==> src/rtl/soc_pwr_seq.sv <==
// soc_pwr_seq: walks a mask of power domains one at a time, issuing on/off/retention
// requests and waiting for each ack. Ack timeout and error reporting exist only with PWR_SEQ_TIMEOUT_EN.
module soc_pwr_seq #(
    parameter int NUM_PD         = 12,
    parameter int TIMEOUT_CYCLES = 1024
) (
    input  logic              clk,
    input  logic              rst,
    input  logic              cmd_valid,
    output logic              cmd_ready,
    input  logic [1:0]        cmd_op,
    input  logic [NUM_PD-1:0] cmd_mask,
    output logic [NUM_PD-1:0] pwr_on_req,
    output logic [NUM_PD-1:0] pwr_off_req,
    output logic [NUM_PD-1:0] retention_req,
    input  logic [NUM_PD-1:0] pwr_on_ack,
    input  logic [NUM_PD-1:0] pwr_off_ack,
    input  logic [NUM_PD-1:0] retention_ack,
    output logic              busy,
    output logic              done_pulse,
    output logic              err,
    output logic [3:0]        err_dom,
    input  logic              err_clr
);
    localparam int CUR_W = (NUM_PD > 1) ? $clog2(NUM_PD) : 1;
    localparam logic [1:0] OP_ON        = 2'b00;
    localparam logic [1:0] OP_OFF       = 2'b01;
    localparam logic [1:0] OP_RET_ENTER = 2'b10;
    localparam logic [1:0] OP_RET_EXIT  = 2'b11;

    typedef enum logic [2:0] {
        S_IDLE     = 3'd0,
        S_SCAN     = 3'd1,
        S_REQ      = 3'd2,
        S_WAIT_ACK = 3'd3,
        S_DONE     = 3'd4,
        S_ERR      = 3'd5
    } state_t;

    state_t            state_q, state_d;
    logic [1:0]        op_q, op_d;
    logic [NUM_PD-1:0] pending_q, pending_d;
    logic [NUM_PD-1:0] on_req_q, on_req_d;
    logic [NUM_PD-1:0] off_req_q, off_req_d;
    logic [NUM_PD-1:0] ret_hold_q, ret_hold_d;
    logic [CUR_W-1:0]  cur_q, cur_d;
    logic              cmd_ready_q, cmd_ready_d;
    logic              busy_q, busy_d;
    logic              done_q, done_d;
    logic [CUR_W-1:0]  sel_s;
    logic              skip_s;
    logic              ack_s;
`ifdef PWR_SEQ_TIMEOUT_EN
    localparam logic [15:0] TMO_LAST = 16'(TIMEOUT_CYCLES - 1);
    logic [15:0]       timer_q, timer_d;
    logic              err_q, err_d;
    logic [3:0]        err_dom_q, err_dom_d;
    logic [NUM_PD-1:0] ret_snap_q, ret_snap_d;
`endif

    function automatic logic [CUR_W-1:0] lowest_set(input logic [NUM_PD-1:0] v);
        logic [CUR_W-1:0] idx;
        idx = '0;
        for (int i = NUM_PD - 1; i >= 0; i--) begin
            if (v[i]) idx = CUR_W'(i);
        end
        return idx;
    endfunction

    function automatic logic [CUR_W-1:0] highest_set(input logic [NUM_PD-1:0] v);
        logic [CUR_W-1:0] idx;
        idx = '0;
        for (int i = 0; i < NUM_PD; i++) begin
            if (v[i]) idx = CUR_W'(i);
        end
        return idx;
    endfunction

    // Pick the next domain and decide whether it is already in the target state / acked.
    always_comb begin
        sel_s = (op_q == OP_ON || op_q == OP_RET_EXIT) ? lowest_set(pending_q) : highest_set(pending_q);
        case (op_q)
            OP_ON: begin
                skip_s = pwr_on_ack[sel_s];
                ack_s  = pwr_on_ack[cur_q];
            end
            OP_OFF: begin
                skip_s = !pwr_on_ack[sel_s] && !retention_ack[sel_s];
                ack_s  = pwr_off_ack[cur_q];
            end
            OP_RET_ENTER: begin
                skip_s = retention_ack[sel_s];
                ack_s  = retention_ack[cur_q];
            end
            OP_RET_EXIT: begin
                skip_s = !ret_hold_q[sel_s];
                ack_s  = !retention_ack[cur_q];
            end
            default: begin
                skip_s = 1'b0;
                ack_s  = 1'b0;
            end
        endcase
    end

    // Next-state logic for the sequencer and all of its registered outputs.
    always_comb begin
        state_d     = state_q;
        op_d        = op_q;
        pending_d   = pending_q;
        on_req_d    = on_req_q;
        off_req_d   = off_req_q;
        ret_hold_d  = ret_hold_q;
        cur_d       = cur_q;
        cmd_ready_d = cmd_ready_q;
        busy_d      = busy_q;
        done_d      = 1'b0;
`ifdef PWR_SEQ_TIMEOUT_EN
        timer_d     = 16'd0;
        err_d       = err_q;
        err_dom_d   = err_dom_q;
        ret_snap_d  = ret_snap_q;
`endif
        case (state_q)
            S_IDLE: begin
                if (cmd_valid) begin
                    pending_d    = cmd_mask;
                    pending_d[0] = 1'b0;
                    op_d         = cmd_op;
                    state_d      = S_SCAN;
                    cmd_ready_d  = 1'b0;
                    busy_d       = 1'b1;
`ifdef PWR_SEQ_TIMEOUT_EN
                    ret_snap_d   = ret_hold_q;
`endif
                end else begin
                    state_d = S_IDLE;
                end
            end
            S_SCAN: begin
                if (pending_q == '0) begin
                    state_d = S_DONE;
                    done_d  = 1'b1;
                end else if (skip_s) begin
                    pending_d[sel_s] = 1'b0;
                end else begin
                    cur_d   = sel_s;
                    state_d = S_REQ;
                end
            end
            S_REQ: begin
                case (op_q)
                    OP_ON:        on_req_d[cur_q]   = 1'b1;
                    OP_OFF:       off_req_d[cur_q]  = 1'b1;
                    OP_RET_ENTER: ret_hold_d[cur_q] = 1'b1;
                    OP_RET_EXIT:  ret_hold_d[cur_q] = 1'b0;
                    default:      on_req_d          = '0;
                endcase
                state_d = S_WAIT_ACK;
            end
            S_WAIT_ACK: begin
                if (ack_s) begin
                    on_req_d         = '0;
                    off_req_d        = '0;
                    pending_d[cur_q] = 1'b0;
                    state_d          = S_SCAN;
                    if (op_q == OP_OFF) begin
                        ret_hold_d[cur_q] = 1'b0;
                    end else begin
                        ret_hold_d[cur_q] = ret_hold_q[cur_q];
                    end
                end
`ifdef PWR_SEQ_TIMEOUT_EN
                else if (timer_q == TMO_LAST) begin
                    // Abandon the rest of the command and undo this domain's retention change.
                    on_req_d          = '0;
                    off_req_d         = '0;
                    pending_d         = '0;
                    ret_hold_d[cur_q] = ret_snap_q[cur_q];
                    err_d             = 1'b1;
                    err_dom_d         = 4'(cur_q);
                    state_d           = S_ERR;
                end else begin
                    timer_d = timer_q + 16'd1;
                end
`else
                else begin
                    state_d = S_WAIT_ACK;
                end
`endif
            end
            S_DONE: begin
                state_d     = S_IDLE;
                cmd_ready_d = 1'b1;
                busy_d      = 1'b0;
            end
            S_ERR: begin
                if (err_clr) begin
                    state_d     = S_IDLE;
                    cmd_ready_d = 1'b1;
                    busy_d      = 1'b0;
`ifdef PWR_SEQ_TIMEOUT_EN
                    err_d       = 1'b0;
`endif
                end else begin
                    state_d = S_ERR;
                end
            end
            default: begin
                state_d     = S_IDLE;
                on_req_d    = '0;
                off_req_d   = '0;
                cmd_ready_d = 1'b1;
                busy_d      = 1'b0;
            end
        endcase
    end

    // State and output registers with synchronous reset.
    always_ff @(posedge clk) begin
        if (rst) begin
            state_q     <= S_IDLE;
            op_q        <= 2'b00;
            pending_q   <= '0;
            on_req_q    <= '0;
            off_req_q   <= '0;
            ret_hold_q  <= '0;
            cur_q       <= '0;
            cmd_ready_q <= 1'b1;
            busy_q      <= 1'b0;
            done_q      <= 1'b0;
`ifdef PWR_SEQ_TIMEOUT_EN
            timer_q     <= 16'd0;
            err_q       <= 1'b0;
            err_dom_q   <= 4'd0;
            ret_snap_q  <= '0;
`endif
        end else begin
            state_q     <= state_d;
            op_q        <= op_d;
            pending_q   <= pending_d;
            on_req_q    <= on_req_d;
            off_req_q   <= off_req_d;
            ret_hold_q  <= ret_hold_d;
            cur_q       <= cur_d;
            cmd_ready_q <= cmd_ready_d;
            busy_q      <= busy_d;
            done_q      <= done_d;
`ifdef PWR_SEQ_TIMEOUT_EN
            timer_q     <= timer_d;
            err_q       <= err_d;
            err_dom_q   <= err_dom_d;
            ret_snap_q  <= ret_snap_d;
`endif
        end
    end

    assign cmd_ready     = cmd_ready_q;
    assign pwr_on_req    = on_req_q;
    assign pwr_off_req   = off_req_q;
    assign retention_req = ret_hold_q;
    assign busy          = busy_q;
    assign done_pulse    = done_q;
`ifdef PWR_SEQ_TIMEOUT_EN
    assign err           = err_q;
    assign err_dom       = err_dom_q;
`else
    assign err           = 1'b0;
    assign err_dom       = 4'd0;
`endif
endmodule

==> config.mk <==
export PLATFORM = sky130hd
export DESIGN_NAME = soc_pwr_seq
export DESIGN_NICKNAME = d
export VERILOG_FILES = /design/src/rtl/soc_pwr_seq.sv
export SDC_FILE = /design/constraint.sdc
export NUM_CORES = 1
export LEC_CHECK = 0
export CORE_UTILIZATION = 30
export DETAILED_ROUTE_END_ITERATION = 10
export GPL_ROUTABILITY_DRIVEN = 0
export HOLD_SLACK_MARGIN = 0.15
export PLACE_DENSITY = 0.54
export SYNTH_ARGS = -nofsm -noshare
export SYNTH_HDL_FRONTEND = slang
export SYNTH_SLANG_ARGS = --single-unit
==> constraint.sdc <==
create_clock -name clk -period 4.2 [get_ports clk]
set_input_delay 0.63 -clock clk [delete_from_list [all_inputs] [get_ports clk]]
set_output_delay 0.63 -clock clk [all_outputs]
set_load 0.02 [all_outputs]
==> summary.txt, run 1 <==
Global routing
  • GRT Overall Usage: around 21%
  • Initial antenna violation count: 0
  • Grt ovf: 0
  • First-pass GRT wire length: ~21 mm
  • Vias in the first global route: between 3000 and 4000
  • Largest net degree at the start of global routing: 29

Synth
  • Count leader, synth: a21oi_1
  • Synth area leader: dfxtp_1
  • Top FF cell, synth: dfxtp_1
  • Seq/Total Area, Yosys: 30.5%
  • Post-synthesis cell count: between 400 and 500
  • Most frequent cells after synthesis: 71 x a21oi_1, 66 x nor2_1, 60 x dfxtp_1
  • Post-Synthesis Cell Area: 3930 um2
  • Top cells by area, synth: dfxtp_1 31%, a21oi_1 9.0%, mux4_2 7.4%
  • Post-synth EDFFs: 0
  • Synth top area share: 30.5%
  • Synthesized flop and latch total: 60
  • Post-Syn Area per Cell: around 8 um2
  • Async SR Flop Fraction: 0%
  • Warnings, synthesis: 0
  • Synth cell types: 60

Setup path
  • Crit path buffers/inverters: 1
  • CP delay by family, top: compound AO/OA/AOI/OAI gates
  • CP cell instances: inv_1 > ha_1 > o21a_1 > a311o_1 > a22oi_4 > mux2_2 > a2111oi_0 > a311o_1 > o21ai_4 > nand4_2 > a311oi_1
  • FF-to-FF Start: op_q[0]
  • Max incr delay on CP: roughly 550 ps
  • Critical Path Start: op_q[0]
  • CP Max Fanout: 12
  • Critical Path Start Type: flop
  • Worst setup path class: reg2reg
  • Crit. End Element: flop
  • CP max-delay cell: a2111oi_0
  • Most frequent CP cell: a311o_1
  • Critical Path RT: 4390 ps
  • Arr. time, crit path: between 3000 and 4000 ps

Timing
  • Period minus WS final: around 3600 ps
  • Worst clock skew: 10.5 ps
  • Final count of pins violating max slew: 0
  • Final Cycle Share: ~86%
  • Final Hold Vio Count: 0
  • Max Clk Rate: approximately 280 MHz
  • Setup violators final: 0
  • RSZ-0062 raised after global routing: false
  • Slew HR: between 20% and 30%
  • Pin slew with the least headroom to its limit: approximately 1100 ps
  • Final setup TNS: 0 ps

Run status
  • Outcome: finished, final reports clean

Die
  • Die X: approximately 120 um
  • FP Rows: 41
  • Initial Util: 30.9%
  • Die H: roughly 120 um
  • Core Area: between 10000 and 15000 um2
  • Total I/O pin count: around 100
  • Die footprint: 13600 um2

Clocking
  • Post-CTS Setup Bufs: 0
  • H-tree lvl count: 3
  • Number of CTS-inserted buffers: 9
  • Clock Pin Slew Worst Setup and Hold Paths: 60 ps
  • CTS root buf: clkbuf_16
  • Post-CTS sizing: 0
  • Post-CTS Hold Fix Bufs: 0
  • Worst-Skew Late Latency: 330 ps
  • CTS tree: yes
  • Clock sink count: 60
  • Maximum clock insertion buffer count: 2

Routing
  • Final wirelength: roughly 14 mm
  • DR iter-0 viols: 307
  • DRC viols: 0
  • WL/cell: around 18 um
  • Vias/cell: ~5.5
  • Vias: between 4000 and 5000
  • Routed Antenna Nets: 0
  • DRT Pass-1 Iters: 5

Cells and area
  • Share of cells above drive strength 1: between 10% and 20%
  • Antenna diodes: 0
  • Final nets: ~630
  • Finished Cell Area: around 5400 um2
  • Area delta synth->final: 36.4%
  • Final Non-Filler Cells: around 750
  • Fillers: roughly 1300

Min path
  • Min-delay src: pwr_off_req[7]
  • Worst min path class: reg2reg

Placed design
  • Detailed Place HPWL: slightly above 10 mm
  • Placed cell count: approximately 740
  • Post-place instance area: 5020 um2
  • PortBufs: between 90 and 100

Run
  • Max-cap check violation count: 0

Pwr
  • IR drop worst, VDD: 276 uV
  • Leakage: 1.84 nW
  • Power per cell area: 728 nW/um2
==> routing by layer <==
| layer | share of wire [%] | vias to the layer above | GRT usage, % |
|---|---|---|---|
| li1 | - | 2001 | - |
| met1 | 45 | 1975 | 27.4 |
| met2 | 44 | 170 | 32.6 |
| met3 | 8.6 | 21 | 4.93 |
| met4 | 1.9 | 0 | 7.95 |
| met5 | 0 | - | 0 |
==> layout make-up <==
cell class                 instances  area [um2]  area share [%]
inverter                          15        56.3            1.05
clock buffer                       9         225            4.20
multi-input combinational        385        2540            47.3
sequential                        60        1200            22.4
timing repair buffer             104        1010            18.8
tap                              172         215            4.01
clock inverter                     7         123            2.29
==> cell families (layout without fill, tap and decap cells) <==
group | after synthesis | count (layout) | share of synthesized area (%)
simple gates | 182 | 182 | 21.3
compound gates | 166 | 166 | 29.6
flops | 60 | 60 | 30.5
buf+inv | 50 | 135 | 5.79
mux | 28 | 28 | 11.4
fa+ha+maj | 4 | 4 | 1.27
other cells | 1 | 5 | 0.0954
==> power by group <==
| part | internal [mW] | switching, mW | total, mW |
|---|---|---|---|
| registers | 0.644 | 0.198 | 0.842 |
| clock network | 0.582 | 0.285 | 0.867 |
| logic | 0.888 | 1.31 | 2.20 |
| total | 2.11 | 1.79 | 3.91 |
==> layout by cell type (no fill, tap or decap), types with 11 or more instances in the layout <==
master	instances
clkdlybuf4s50_1	91
a21oi_1	71
nor2_1	66
dfxtp_1	60
nand2_1	50
nor3_1	22
o21ai_0	17
inv_1	13
mux4_2	13
buf_4	13
mux2i_1	11
==> through the flow <==
| stage | setup slack (ps) | util (%) | power (mW) | hold WS (ps) |
|---|---|---|---|---|
| 5_1_grt | 261 | 42.2 | 4.14 | 500 |
| 3_5_place_dp | 612 | 39.4 | 3.01 | 457 |
| 4_1_cts | 600 | 42.2 | 3.89 | 476 |
| 3_3_place_gp | 658 | 39.4 | 2.98 | 452 |
| 6_report | 571 | 42.2 | 3.91 | 470 |
| 2_1_floorplan | 1080 | - | 2.38 | 449 |
==> worst register-to-register path, cell delays in order (launching register included) <==
cell and delay (ps):
dfxtp_1 360, inv_1 90, ha_1 370, o21a_1 140, a311o_1 330, a22oi_4 460, mux2_2 400, a2111oi_0 550
a311o_1 270, o21ai_4 100, nand4_2 290, a311oi_1 140
==> path summary, 6_finish.rpt <==
path / endpoint / slack (ps) / cells after the start
worst max-delay path: pending_q[3] / 570 / 11
worst min-delay path: pwr_off_req[7] / 470 / 2
worst min register to register: pwr_off_req[7] / 470 / 2
worst max register to register: pending_q[3] / 570 / 11
(Power assumes the default switching activity.)
==> inputs of run 2 (changes only) <==
Settings changed: CELL_PAD_IN_SITES_DETAIL_PLACEMENT set to 1, CELL_PAD_IN_SITES_GLOBAL_PLACEMENT set to 1, PLACE_DENSITY 0.54 to 0.7, SETUP_SLACK_MARGIN set to 0.4.
==> summary.txt, run 2 (same netlist as run 1, synthesis figures left out) <==
Run status
  • Outcome: finished, final reports clean

Setup path
  • CP Max Fanout: 10 (-2)
  • CP delay by family, top: compound AO/OA/AOI/OAI gates
  • Reg2reg path depth: 12 (+1)
  • CP max-delay cell: a2111oi_0
  • Most frequent CP cell: a311o_1
  • CP cell instances: inv_1 > ha_1 > o21a_1 > a311o_1 > a22oi_4 > buf_12 > mux2_2 > a2111oi_0 > a311o_1 > o21ai_4 > a31oi_1 > o31a_1
  • Worst setup path class: reg2reg
  • FF-to-FF Start: op_q[0]
  • Critical Path Start Type: flop
  • Arr. time, crit path: 3890 ps (+70 ps)
  • Crit path buffers/inverters: 2 (+1)
  • Crit. End Element: flop
  • Reg2reg setup slack: 590 ps (+20 ps)
  • Max incr delay on CP: 560 ps (about the same)
  • Critical Path RT: 4480 ps (+90 ps)
  • Worst flop-to-flop path endpoint: state_q[0]

Die
  • Initial Util: 30.9% (unchanged)
  • Core Area: 12700 um2 (unchanged)
  • Die X: 116 um (unchanged)
  • Die footprint: 13600 um2 (unchanged)
  • FP Rows: 41 (unchanged)
  • Total I/O pin count: 98 (unchanged)
  • Die H: 116 um (unchanged)

Routing
  • Routed Antenna Nets: 0 (unchanged)
  • WL/cell: 19.9 um (+8.7%)
  • Vias: 4193 (+0.62%)
  • DRC viols: 0 (unchanged)
  • Vias/cell: 5.55 (about the same)
  • Final wirelength: 15.0 mm (+9.3%)
  • DRT Pass-1 Iters: 4 (-1)
  • DR iter-0 viols: 296 (-3.6%)

Clocking
  • CTS tree: yes
  • Number of CTS-inserted buffers: 9 (unchanged)
  • Post-CTS Hold Fix Bufs: 0 (unchanged)
  • CTS root buf: clkbuf_16
  • Worst-Skew Late Latency: 340 ps (about the same)
  • H-tree lvl count: 3 (unchanged)
  • Maximum clock insertion buffer count: 2 (unchanged)
  • Clock Pin Slew Worst Setup and Hold Paths: 50 ps (about the same)
  • Clock sink count: 60 (unchanged)

Pwr
  • Leakage: 1.85 nW (+0.92%)
  • Power per cell area: 736 nW/um2 (+1.1%)
  • Total power: 3.96 mW (+1.5%)
  • IR drop worst, VDD: 255 uV (-7.8%)

Timing
  • Final count of pins violating max slew: 0 (unchanged)
  • Setup violators final: 0 (unchanged)
  • Final Cycle Share: 85.9% (-0.50 points)
  • Final setup TNS: 0 ps (unchanged)
  • Max Clk Rate: 277 MHz (+0.58%)
  • Slew HR: 19.7% (-6.4 points)
  • PnR worst setup slack: 592 ps (+21.1 ps)
  • Pin slew with the least headroom to its limit: 1190 ps (+93.2 ps)
  • Period minus WS final: 3610 ps (-21.1 ps)
  • Final Hold Vio Count: 0 (unchanged)
  • Worst clock skew: 8.60 ps (-1.94 ps)
  • RSZ-0062 raised after global routing: false

Cells and area
  • Final Non-Filler Cells: 756 (+0.53%)
  • Area delta synth->final: 37.0%
  • Finished Core Util: 42.3% (+0.18 points)
  • Final nets: 637 (+0.63%)
  • Most common cell after layout, fill and taps aside: clkdlybuf4s50_1
  • Antenna diodes: 0 (unchanged)
  • Fillers: 1543 (+16%)
  • Share of cells above drive strength 1: 11.3% (+0.27 points)
  • Most frequent cells in the layout: 91 x clkdlybuf4s50_1, 71 x a21oi_1, 66 x nor2_1, 60 x dfxtp_1, 50 x nand2_1

Placed design
  • Detailed Place HPWL: 11.2 mm (+12%)
  • DP Worst Slack: 454 ps (-158 ps)
  • Placed cell count: 738 (+0.27%)
  • PortBufs: 91 (unchanged)

Global routing
  • Grt ovf: 0 (unchanged)
  • GRT Overall Usage: 22.8% (+2.1 points)
  • Initial antenna violation count: 0 (unchanged)
  • First-pass GRT wire length: 23.4 mm (+10%)
  • Largest net degree at the start of global routing: 29 (unchanged)
  • Vias in the first global route: 4377 (+12%)

Min path
  • Hold Path Depth: 2 (unchanged)
  • Hold Path End: pwr_on_req[3]
  • Worst min path class: reg2reg
  • Min-delay src: pwr_on_req[3]

Run
  • Max-cap check violation count: 0 (unchanged)
run 2: changes by cell type in the layout (fill, tap and decap cells not counted), sizes merged:
cell,delta
buf,+4
bufinv,-1
clkbuf,+3
clkinvlp,-1
inv,-1
run 2: layer usage:
layer | wire length (um) | GRT usage, % | vias to the layer above
li1 | - | - | 1997
met1 | 6640 | 28.4 | 2044
met2 | 7120 | 38.3 | 125
met3 | 940 | 5.40 | 27
met4 | 319 | 8.46 | 0
met5 | 0 | 0 | -
run 2: worst max path at each step:
stage,to,cells after the start,startpoint,slack (ps)
2_1_floorplan,pending_q[10],13,op_q[0],1080
3_3_place_gp,pending_q[3],10,op_q[0],600
3_5_place_dp,pending_q[3],10,op_q[0],450
4_1_cts,pending_q[3],10,op_q[0],420
5_1_grt,pending_q[3],11,op_q[0],420
6_report,state_q[0],12,op_q[0],590
run 2: power breakdown:
part,switching [mW],internal (mW)
registers,0.178,0.645
clock network,0.263,0.534
logic,1.39,0.949
run 2: stage by stage:
stage	hold slack [ps]	area, um2
finish	465	5390
global route	498	5390
CTS	470	5350
detailed placement	461	5030
global placement	450	5030
floorplan	449	3950
run 2: layout make-up:
| cell class | count | area (um2) | share of cell area [%] |
|---|---|---|---|
| multi-input cells | 385 | 2540 | 47.2 |
| clock buffers | 12 | 246 | 4.58 |
| clock inverters | 4 | 72.6 | 1.35 |
| repair buffers | 108 | 1050 | 19.5 |
| flip-flops and latches | 60 | 1200 | 22.3 |
| well taps | 172 | 215 | 3.99 |
| inverters | 15 | 56.3 | 1.05 |
run 2: worst min-delay path: stages, from the launching register on:
cell and delay [ps]:
dfxtp_1 320, a21oi_1 40, nor2_1 70
run 2: what timing repair did:
action	CTS	global route
buffers inserted	0	2
resized for setup	0	1
setup endpoints to repair	0	16
